<file path="config.mk">
export PLATFORM = sky130hd
export DESIGN_NAME = clock_display_scan
export DESIGN_NICKNAME = d
export VERILOG_FILES = /design/src/rtl/clock_display_pkg.sv /design/src/rtl/seg7_encode.sv /design/src/rtl/clock_display_scan.sv
export SDC_FILE = /design/constraint.sdc
export NUM_CORES = 1
export LEC_CHECK = 0
export CAP_MARGIN = 20
export CORE_MARGIN = 2
export CORE_UTILIZATION = 40
export CTS_CLUSTER_DIAMETER = 30
export DETAILED_ROUTE_END_ITERATION = 10
export GPL_ROUTABILITY_DRIVEN = 0
export PLACE_DENSITY = 0.7
export SLEW_MARGIN = 20
export SYNTH_ARGS = -nofsm -noshare
export SYNTH_HDL_FRONTEND = slang
export SYNTH_HIERARCHICAL = 1
export SYNTH_SLANG_ARGS = --single-unit
export TNS_END_PERCENT = 10
</file>
<file path="constraint.sdc">
create_clock -name i_clk -period 5 [get_ports i_clk]
set_input_delay 0.75 -clock i_clk [delete_from_list [all_inputs] [get_ports i_clk]]
set_output_delay 0.75 -clock i_clk [all_outputs]
set_load 0.02 [all_outputs]
</file>
<file path="src/rtl/clock_display_pkg.sv">
// Shared constants for the six-digit HH:MM:SS multiplexed display: digit/field
// mapping, segment codes and the blink-enable bit layout.
package clock_display_pkg;

    localparam int NUM_DIGITS = 6;

    typedef enum logic [1:0] {
        FLD_SEC = 2'd0,
        FLD_MIN = 2'd1,
        FLD_HR  = 2'd2
    } field_e;

    localparam int BLINK_SEC_BIT = 0;
    localparam int BLINK_MIN_BIT = 1;
    localparam int BLINK_HR_BIT  = 2;

    // Segment order {g,f,e,d,c,b,a}, active-high
    localparam logic [6:0] SEG_0    = 7'b0111111;
    localparam logic [6:0] SEG_1    = 7'b0000110;
    localparam logic [6:0] SEG_2    = 7'b1011011;
    localparam logic [6:0] SEG_3    = 7'b1001111;
    localparam logic [6:0] SEG_4    = 7'b1100110;
    localparam logic [6:0] SEG_5    = 7'b1101101;
    localparam logic [6:0] SEG_6    = 7'b1111101;
    localparam logic [6:0] SEG_7    = 7'b0000111;
    localparam logic [6:0] SEG_8    = 7'b1111111;
    localparam logic [6:0] SEG_9    = 7'b1101111;
    localparam logic [6:0] SEG_DASH = 7'b1000000;

    localparam logic [3:0] VAL_DASH = 4'hF;

    localparam logic [5:0] HR_MAX  = 6'd23;
    localparam logic [5:0] MIN_MAX = 6'd59;
    localparam logic [5:0] SEC_MAX = 6'd59;

    // Digits are paired ones/tens per field, seconds in the lowest slots
    function automatic field_e digit_field(input logic [2:0] idx);
        case (idx)
            3'd0, 3'd1: return FLD_SEC;
            3'd2, 3'd3: return FLD_MIN;
            default:    return FLD_HR;
        endcase
    endfunction

    function automatic logic [3:0] split_digit(input logic [5:0] v, input logic tens);
        logic [5:0] q;
        logic [5:0] r;
        q = v / 6'd10;
        r = v - q * 6'd10;
        return tens ? q[3:0] : r[3:0];
    endfunction

endpackage

</file>
<file path="src/rtl/seg7_encode.sv">
// Combinational 4-bit value to seven-segment code; anything 10 and above is a dash.
module seg7_encode
    import clock_display_pkg::*;
(
    input  logic [3:0] val_i,
    output logic [6:0] seg_o
);

    always_comb begin
        seg_o = SEG_DASH;
        case (val_i)
            4'd0: seg_o = SEG_0;
            4'd1: seg_o = SEG_1;
            4'd2: seg_o = SEG_2;
            4'd3: seg_o = SEG_3;
            4'd4: seg_o = SEG_4;
            4'd5: seg_o = SEG_5;
            4'd6: seg_o = SEG_6;
            4'd7: seg_o = SEG_7;
            4'd8: seg_o = SEG_8;
            4'd9: seg_o = SEG_9;
            default: seg_o = SEG_DASH;
        endcase
    end

endmodule

</file>
<file path="src/rtl/clock_display_scan.sv">
// Six-digit multiplexed HH:MM:SS scanner with frame-aligned input shadowing
// and per-field blinking.
module clock_display_scan
    import clock_display_pkg::*;
#(
    parameter int SCAN_DIV     = 50000,
    parameter int BLINK_FRAMES = 64
) (
    input  logic       i_clk,
    input  logic       i_rst,
    input  logic [4:0] i_hr,
    input  logic [5:0] i_min,
    input  logic [5:0] i_sec,
    input  logic [2:0] i_blink,
    output logic [6:0] o_seg,
    output logic       o_dp,
    output logic [5:0] o_an
);

    localparam int PW = (SCAN_DIV > 1) ? $clog2(SCAN_DIV) : 1;
    localparam int FW = (BLINK_FRAMES > 1) ? $clog2(BLINK_FRAMES) : 1;
    localparam logic [PW-1:0] PRESC_LAST = PW'(SCAN_DIV - 1);
    localparam logic [FW-1:0] FRAME_LAST = FW'(BLINK_FRAMES - 1);
    localparam logic [2:0]    DIG_LAST   = 3'(NUM_DIGITS - 1);

    logic [PW-1:0] presc_q, presc_d;
    logic [2:0]    dig_q, dig_d;
    logic [FW-1:0] frame_q, frame_d;
    logic          phase_q, phase_d;
    logic          cap_q;
    logic [4:0]    shd_hr_q, shd_hr_d;
    logic [5:0]    shd_min_q, shd_min_d;
    logic [5:0]    shd_sec_q, shd_sec_d;
    logic [6:0]    seg_q, seg_d;
    logic          dp_q, dp_d;
    logic [5:0]    an_q, an_d;

    logic          tick;
    logic          frame_end;
    field_e        fld;
    logic [5:0]    fld_val;
    logic          fld_ok;
    logic          blink_en;
    logic          blank;
    logic [3:0]    enc_val;
    logic [6:0]    enc_seg;

    assign tick      = (presc_q == PRESC_LAST);
    assign frame_end = tick && (dig_q == DIG_LAST);

    // The capture cycle after reset holds the scan so slot 0 gets a full period
    always_comb begin
        presc_d   = presc_q;
        dig_d     = dig_q;
        frame_d   = frame_q;
        phase_d   = phase_q;
        shd_hr_d  = shd_hr_q;
        shd_min_d = shd_min_q;
        shd_sec_d = shd_sec_q;
        if (cap_q || frame_end) begin
            shd_hr_d  = i_hr;
            shd_min_d = i_min;
            shd_sec_d = i_sec;
        end
        if (!cap_q) begin
            presc_d = tick ? '0 : presc_q + 1'b1;
            if (tick) begin
                dig_d = (dig_q == DIG_LAST) ? 3'd0 : dig_q + 3'd1;
            end
            if (frame_end) begin
                if (frame_q == FRAME_LAST) begin
                    frame_d = '0;
                    phase_d = ~phase_q;
                end else begin
                    frame_d = frame_q + 1'b1;
                end
            end
        end
    end

    always_comb begin
        fld      = digit_field(dig_q);
        fld_val  = shd_sec_q;
        fld_ok   = (shd_sec_q <= SEC_MAX);
        blink_en = i_blink[BLINK_SEC_BIT];
        case (fld)
            FLD_MIN: begin
                fld_val  = shd_min_q;
                fld_ok   = (shd_min_q <= MIN_MAX);
                blink_en = i_blink[BLINK_MIN_BIT];
            end
            FLD_HR: begin
                fld_val  = {1'b0, shd_hr_q};
                fld_ok   = ({1'b0, shd_hr_q} <= HR_MAX);
                blink_en = i_blink[BLINK_HR_BIT];
            end
            default: ;
        endcase
        enc_val = fld_ok ? split_digit(fld_val, dig_q[0]) : VAL_DASH;
        blank   = phase_q && blink_en;
    end

    seg7_encode u_enc (
        .val_i (enc_val),
        .seg_o (enc_seg)
    );

    assign seg_d = enc_seg;
    assign an_d  = blank ? 6'b000000 : (6'b000001 << dig_q);
    assign dp_d  = !blank && ((dig_q == 3'd2) || (dig_q == 3'd4));

    always_ff @(posedge i_clk) begin
        if (i_rst) begin
            presc_q   <= '0;
            dig_q     <= '0;
            frame_q   <= '0;
            phase_q   <= 1'b0;
            cap_q     <= 1'b1;
            shd_hr_q  <= '0;
            shd_min_q <= '0;
            shd_sec_q <= '0;
            seg_q     <= '0;
            dp_q      <= 1'b0;
            an_q      <= '0;
        end else begin
            presc_q   <= presc_d;
            dig_q     <= dig_d;
            frame_q   <= frame_d;
            phase_q   <= phase_d;
            cap_q     <= 1'b0;
            shd_hr_q  <= shd_hr_d;
            shd_min_q <= shd_min_d;
            shd_sec_q <= shd_sec_d;
            // Outputs stay dark until the shadow holds real data
            if (cap_q) begin
                seg_q <= '0;
                dp_q  <= 1'b0;
                an_q  <= '0;
            end else begin
                seg_q <= seg_d;
                dp_q  <= dp_d;
                an_q  <= an_d;
            end
        end
    end

    assign o_seg = seg_q;
    assign o_dp  = dp_q;
    assign o_an  = an_q;

endmodule

</file>
# After elaboration in Yosys (flattened, before gate mapping)

Memories as Yosys holds them, arrays and structs flattened. A register that Yosys moved wholly into a read port is not among the register bits.
Index checks and enable logic that the tools add are counted.

Flip-flop bits (word level): 51
Bits in latches: 0
Bits in writable memories: 0
Bits in read-only memories: 112
Input bits: 22
Output and inout port bits: 14
Word-level logic and storage cells: 56
Memories kept: 1

Add/subtract/negate cells: 4
$mul: 1
Divide/modulo/power cells: 1
$lt $le $gt $ge: 3
Equal/unequal tests: 9
Shifts and indexed selects: 1
Multiplexer cells: 10
Bitwise logic cells: 2
Reductions and logical operators: 14

Memories:

| memory           | depth | width | rd ports | clocked after memory_dff | write ports | RTL line          | text |
|---|---|---|---|---|---|---|---|
| (name not given) | 16    | 7     | 1        | 1                        | 0           | seg7_encode.sv:11 | `case (val_i)` |

Operators with widths:

| operator                | number |
|---|---|
| $add A16 B1 Y16 const B | 1 |
| $eq A16 B16 Y1 const B  | 1 |
| $mux W16                | 1 |
| $le A6 B6 Y1 const B    | 2 |
| $pmux W6 S2             | 1 |
| $mux W4                 | 2 |
| $add A6 B1 Y6 const B   | 1 |
| $div A6 B4 Y6 const B   | 1 |
| $eq A3 B2 Y1 const B    | 2 |
| $eq A3 B3 Y1 const B    | 2 |
| $eq A6 B6 Y1 const B    | 1 |
| $mul A6 B3 Y3 const B   | 1 |
| $mux W6                 | 1 |
| $reduce_or A2 Y1        | 3 |
| $shl A1 B3 Y6 const A   | 1 |
| $le A5 B5 Y1 const B    | 1 |
| $pmux W1 S2             | 2 |
| $pmux W2 S2             | 1 |
| $reduce_and A2 Y1       | 2 |
| $sub A4 B4 Y4           | 1 |
| $add A3 B1 Y3 const B   | 1 |
| $eq A3 B1 Y1 const B    | 1 |
| $logic_and A1 B1 Y1     | 3 |
| $logic_not A3 Y1        | 1 |
| other kinds (9)         | 11 |

# Depth between registers and ports, before layout

Depth after elaboration: 10
Gate-level depth with buffers: 21
Depth with buffers taken out: 19

# Modules after synthesis

The synthesis kept the hierarchy.

By module, submodules not included:

| module             | times used | cells an instance | area each (µm²) | sequential area each (µm²) |
|---|---|---|---|---|
| clock_display_scan | 1          | 288               | 2648.8          | 1161.1 |
| seg7_encode        | 1          | 30                | 247.7           | 0.0 |

# Worst setup path after synthesis

No wires, ideal clock.

Path kind: register -> register
Start point: reg dig_q[1]
End point: reg seg_q[5], in the netlist o_seg[5]
Setup time: 0.115 ns
Arrival time: 4.323 ns
Required time: 4.885 ns
Setup slack: 0.562 ns
Cell stages (with the launch flop): 21
Path buffers: 2
Clock period less this slack: 4.438 ns
Cells stage by stage: dfxtp_1 buf_2 mux2_2 o22a_1 or2_2 a21oi_1 ha_1 o211ai_1 o2111ai_1 and2_1 nand2_1 nand2_1 fa_1 a221oi_1 a2111o_1 o21ai_0 or3_1 buf_6 nor2b_1 o31a_1 and2_1

Word-level cells in the longest chain between the ends: 10
Elaborated cells between the ends (all ways): 16
Those cells by class: add/sub (1); mul (1); div (1); eq/ne (5); mux (5); reduce/logical (3)

RTL lines:

| element                                             | RTL line                  | text |
|---|---|---|
| from (decl)                                         | clock_display_scan.sv:27  | `logic [2:0] dig_q, dig_d;` |
| from (signal assigned)                              | clock_display_scan.sv:127 | `dig_q <= dig_d;` |
| $eq A3 B2 Y1 (tied with other cells)                | clock_display_pkg.sv:38   | `case (idx)` |
| $reduce_or A2 Y1                                    | clock_display_pkg.sv:38   |  |
| $pmux W2 S2 (*)                                     | clock_display_pkg.sv:38   |  |
| $eq A2 B2 Y1 / $eq A2 B1 Y1 (equally long branches) | clock_display_scan.sv:86  | `case (fld)` |
| $pmux W6 S2                                         | clock_display_scan.sv:86  |  |
| $div A6 B4 Y6                                       | clock_display_pkg.sv:48   | `q = v / 6'd10;` |
| $mul A6 B3 Y3                                       | clock_display_pkg.sv:49   | `r = v - q * 6'd10;` |
| $sub A4 B4 Y4                                       | clock_display_pkg.sv:49   |  |
| $mux W4                                             | clock_display_pkg.sv:50   | `return tens ? q[3:0] : r[3:0];` |
| $mux W4 (*)                                         | clock_display_scan.sv:99  | `enc_val = fld_ok ? split_digit(fld_val, dig_q[0]) : VAL_DASH;` |
| named net enc_val[3]                                | clock_display_scan.sv:45  | `logic [3:0] enc_val;` |
| to (decl)                                           | clock_display_scan.sv:34  | `logic [6:0] seg_q, seg_d;` |

Mark *: on every way through the listed nets, which the timed path passes. The rest lies on a longest branch.
A chain may end at the register's enable or synchronous reset.

# Worst setup path after layout

Ends and elaborated chain as after synthesis.

==> results.toml <==
[floorplan]
fp-row-count = 31
dieArea_um2 = 7940
pin_count = 36
core-area_um2 = 7140
fp.dieH_um = 89.1
start_util_pct = 40.6
die_w_um = 89.1

[clock_tree]
cts_setup_buffers = 0
cts_hold_buf = 0
clk_path_buf_depth = 2
cts_root_buffer = "clkbuf_8"
clk_latency_ps = 340
postCtsResizedCells = 0
path_clk_slew_ps = 60
clock-sinks = 58
htreeDepth = 3
cts_inserted_buffers = 9
cts_tree = "yes"

[worst_setup_path]
start_kind = "flip-flop"
reg2reg_depth = 20
reg2reg_slack_ps = 400
worst_ep_arrival_time_ps = 4830
crit_fanout = 14
cp-end-kind = "flip-flop"
reg2reg_to = "o_seg[5]"
r2r_start = "dig_q[1]"
setup.worst_path.class = "reg2reg"
cp.required_ps = 5230

[pwr]
power_frac_clock_pct = 37.4
p_switching_w = 0.000276
combPwrFrac_pct = 17.2
ir_drop_v = 0.000129
p_seq_share_pct = 45.5
leakagePower_nw = 1.43
intPower_w = 0.000806
p_per_area_nw_per_um2 = 304
switching_share_pct = 25.5

[route]
num_vias = 2326
avgRoutedWirePerCell_um = 12.7
viasPerCell = 5.06
routed_wl_mm = 5.85
drtIter0Drc = 136
antenna_left = 0
firstDrtPassIters = 4
drc = 0

[global_routing]
grt_overflow_total = 0
grt_pass1_vias = 2325
groute.usage.overall_pct = 16.7
antenna_found_initial = 0
grt_max_degree = 32
grt_pass1_wl_mm = 10.2

[timing]
setup_viol = 0
hold_viol_final = 0
finalSetupTns_ps = 0
fmaxAchievable_mhz = 217
tightest_slew_ps = 603
rsz0062_at_grt = "false"
timing.final.crit_share_pct = 92.0
slew_headroom_pct = 59.7
fin_ws_ps = 400
period_needed_ps = 4600
drv_slew = 0
fin_skew_ps = 7.48

[synthesis]
syn-cell-area_um2 = 2900
synth_edf_count = 0
ys.flop_type = "dfxtp_1"
yosys_warnings = 6
synth_area_per_cell_um2 = 9.11
ys_types = 59
synth_fp_nets = 350
ys_ff_latch = 58
synthArstFlopShare_pct = 0
synthCells = 318
ys_seq_area_share_pct = 40.1

[cells_and_area]
mostFrequentLayoutCells = "58 x dfxtp_1, 55 x nor2_1, 35 x clkdlybuf4s50_1"
final_common_cell = "dfxtp_1"
diodes = 0
fin_nets = 389
syn2layout_area_growth_pct = 22.9
nFillCells = 678
multiInputGateArea_um2 = 1670
drive_above_1_share_pct = 11.1
ff_latch_area_um2 = 1160

[placed_design]
io_buffers = 35
place_hpwl_mm = 4.20
post-place-ws_ps = 97.7

[job]
max-cap-violations = 0

[hold_path]
min_path_cells = 2
hold_class = "reg2reg"
hold_start = "shd_hr_q[0]"
hold_end = "shd_hr_q[0]"

[status]
status = "completed"
-- worst max-delay path by stage --
stage	from	to	slack [ps]	depth (start not counted)
after detailed placement	dig_q[1]	o_seg[5]	100	19
after global routing	dig_q[1]	o_seg[3]	9	20
final	dig_q[1]	o_seg[5]	400	20
after global placement	dig_q[1]	o_seg[5]	370	19
after CTS	dig_q[1]	o_seg[5]	100	19
after floorplan	dig_q[1]	o_seg[5]	560	20
-- layer usage --
metal	global-route usage (%)	wire (µm)	up-vias
met5	0	0	-
met4	8.01	128	0
met3	5.26	207	12
met2	27.9	2980	42
met1	19.5	2530	1090
li1	-	-	1182
-- power by group through the flow --
stage / Sequential (W) / Combinational, W / Clock, W
after global routing: 0.000494 / 0.000206 / 0.000442
after floorplan: 0.000509 / 0.000125 / 0
final: 0.000492 / 0.000186 / 0.000404
after detailed placement: 0.000502 / 0.000181 / 0
after global placement: 0.000502 / 0.000176 / 0
after CTS: 0.000492 / 0.000182 / 0.000418
-- per-stage QoR --
step	hold slack (ps)	total power, W	std cells	cell area [µm²]	utilization [%]
finish	489	0.00108	460	3560	49.9
global route	536	0.00114	460	3560	49.9
CTS	493	0.00109	460	3540	49.7
detailed placement	483	0.000683	445	3360	47.0
global placement	459	0.000677	445	3360	47.0
floorplan	442	0.000633	318	2900	-
-- critical path: stages (launching register included) --
cell and delay, ps:
dfxtp_1 400, buf_4 230, nor4bb_1 380, or2_1 260, nor2_1 80, a21oi_2 240
ha_1 270, o211ai_1 100, o2111ai_1 190, and2_1 220, nand2_1 100, nand2_1 80
fa_1 420, o211ai_1 120, o31ai_1 140, o2111ai_1 180, o21ai_0 100, or3_4 430
nor2b_1 160, o31a_1 260, and2_1 130
-- area by class of cell --
| cell class | count | share of cell area [%] |
|---|---|---|
| flip-flops and latches | 58 | 32.6 |
| inverters | 7 | 0.738 |
| well taps | 99 | 3.48 |
| clock inverters | 2 | 0.281 |
| repair buffers | 41 | 11.1 |
| clock buffers | 13 | 5.02 |
| multi-input cells | 240 | 46.8 |
-- cell usage after synthesis, types with 2 or more instances --
cell       instances  share of area [%]
ha_1               9                3.9
and2_1            10                2.2
clkbuf_1           6               0.78
buf_6              2               0.78
a41oi_1            2               0.60
and4b_1            2               0.69
nand2b_1           5                1.1
o21ai_0            4               0.69
mux2i_1           25                8.6
nor3_1             4               0.69
dfxtp_1           58                 40
o22ai_1            2               0.43
or2_2              2               0.43
nor2b_1            5                1.1
a21oi_1            8                1.4
o2111ai_1          2               0.60
and4_1             2               0.60
xor2_1            12                3.6
nor2_1            55                7.1
o211ai_1           3               0.78
nand4_1            2               0.43
inv_1              6               0.78
o21a_1             2               0.52
xnor2_1            8                2.4
and3_1             5                1.1
or2_4              2               0.60
buf_1              2               0.26
a21o_1             3               0.78
nand2_1           21                2.7
nand3_1           12                2.1
o31ai_1            2               0.52
mux2_2             4                1.6
or4b_1             2               0.69
or3_1              2               0.43
buf_2              3               0.52
-- registers in the layout, summed over array words and instances (netlist names) --
| name | count |
|---|---|
| shd_sec_q | 6 |
| o_seg | 7 |
| o_dp | 1 |
| phase_q | 1 |
| presc_q | 16 |
| shd_min_q | 6 |
| dig_q | 3 |
| frame_q | 6 |
| o_an | 6 |
| shd_hr_q | 5 |
| cap_q | 1 |
-- kinds of logic after synthesis --
group           share of synthesized area, %
simple gates                            25.2
fa+ha+maj                               4.58
mux                                     10.2
compound gates                          10.6
xor+xnor                                6.05
buf+inv                                 3.24
flops                                   40.1
Note: power is estimated with default switching activity, not from simulation.
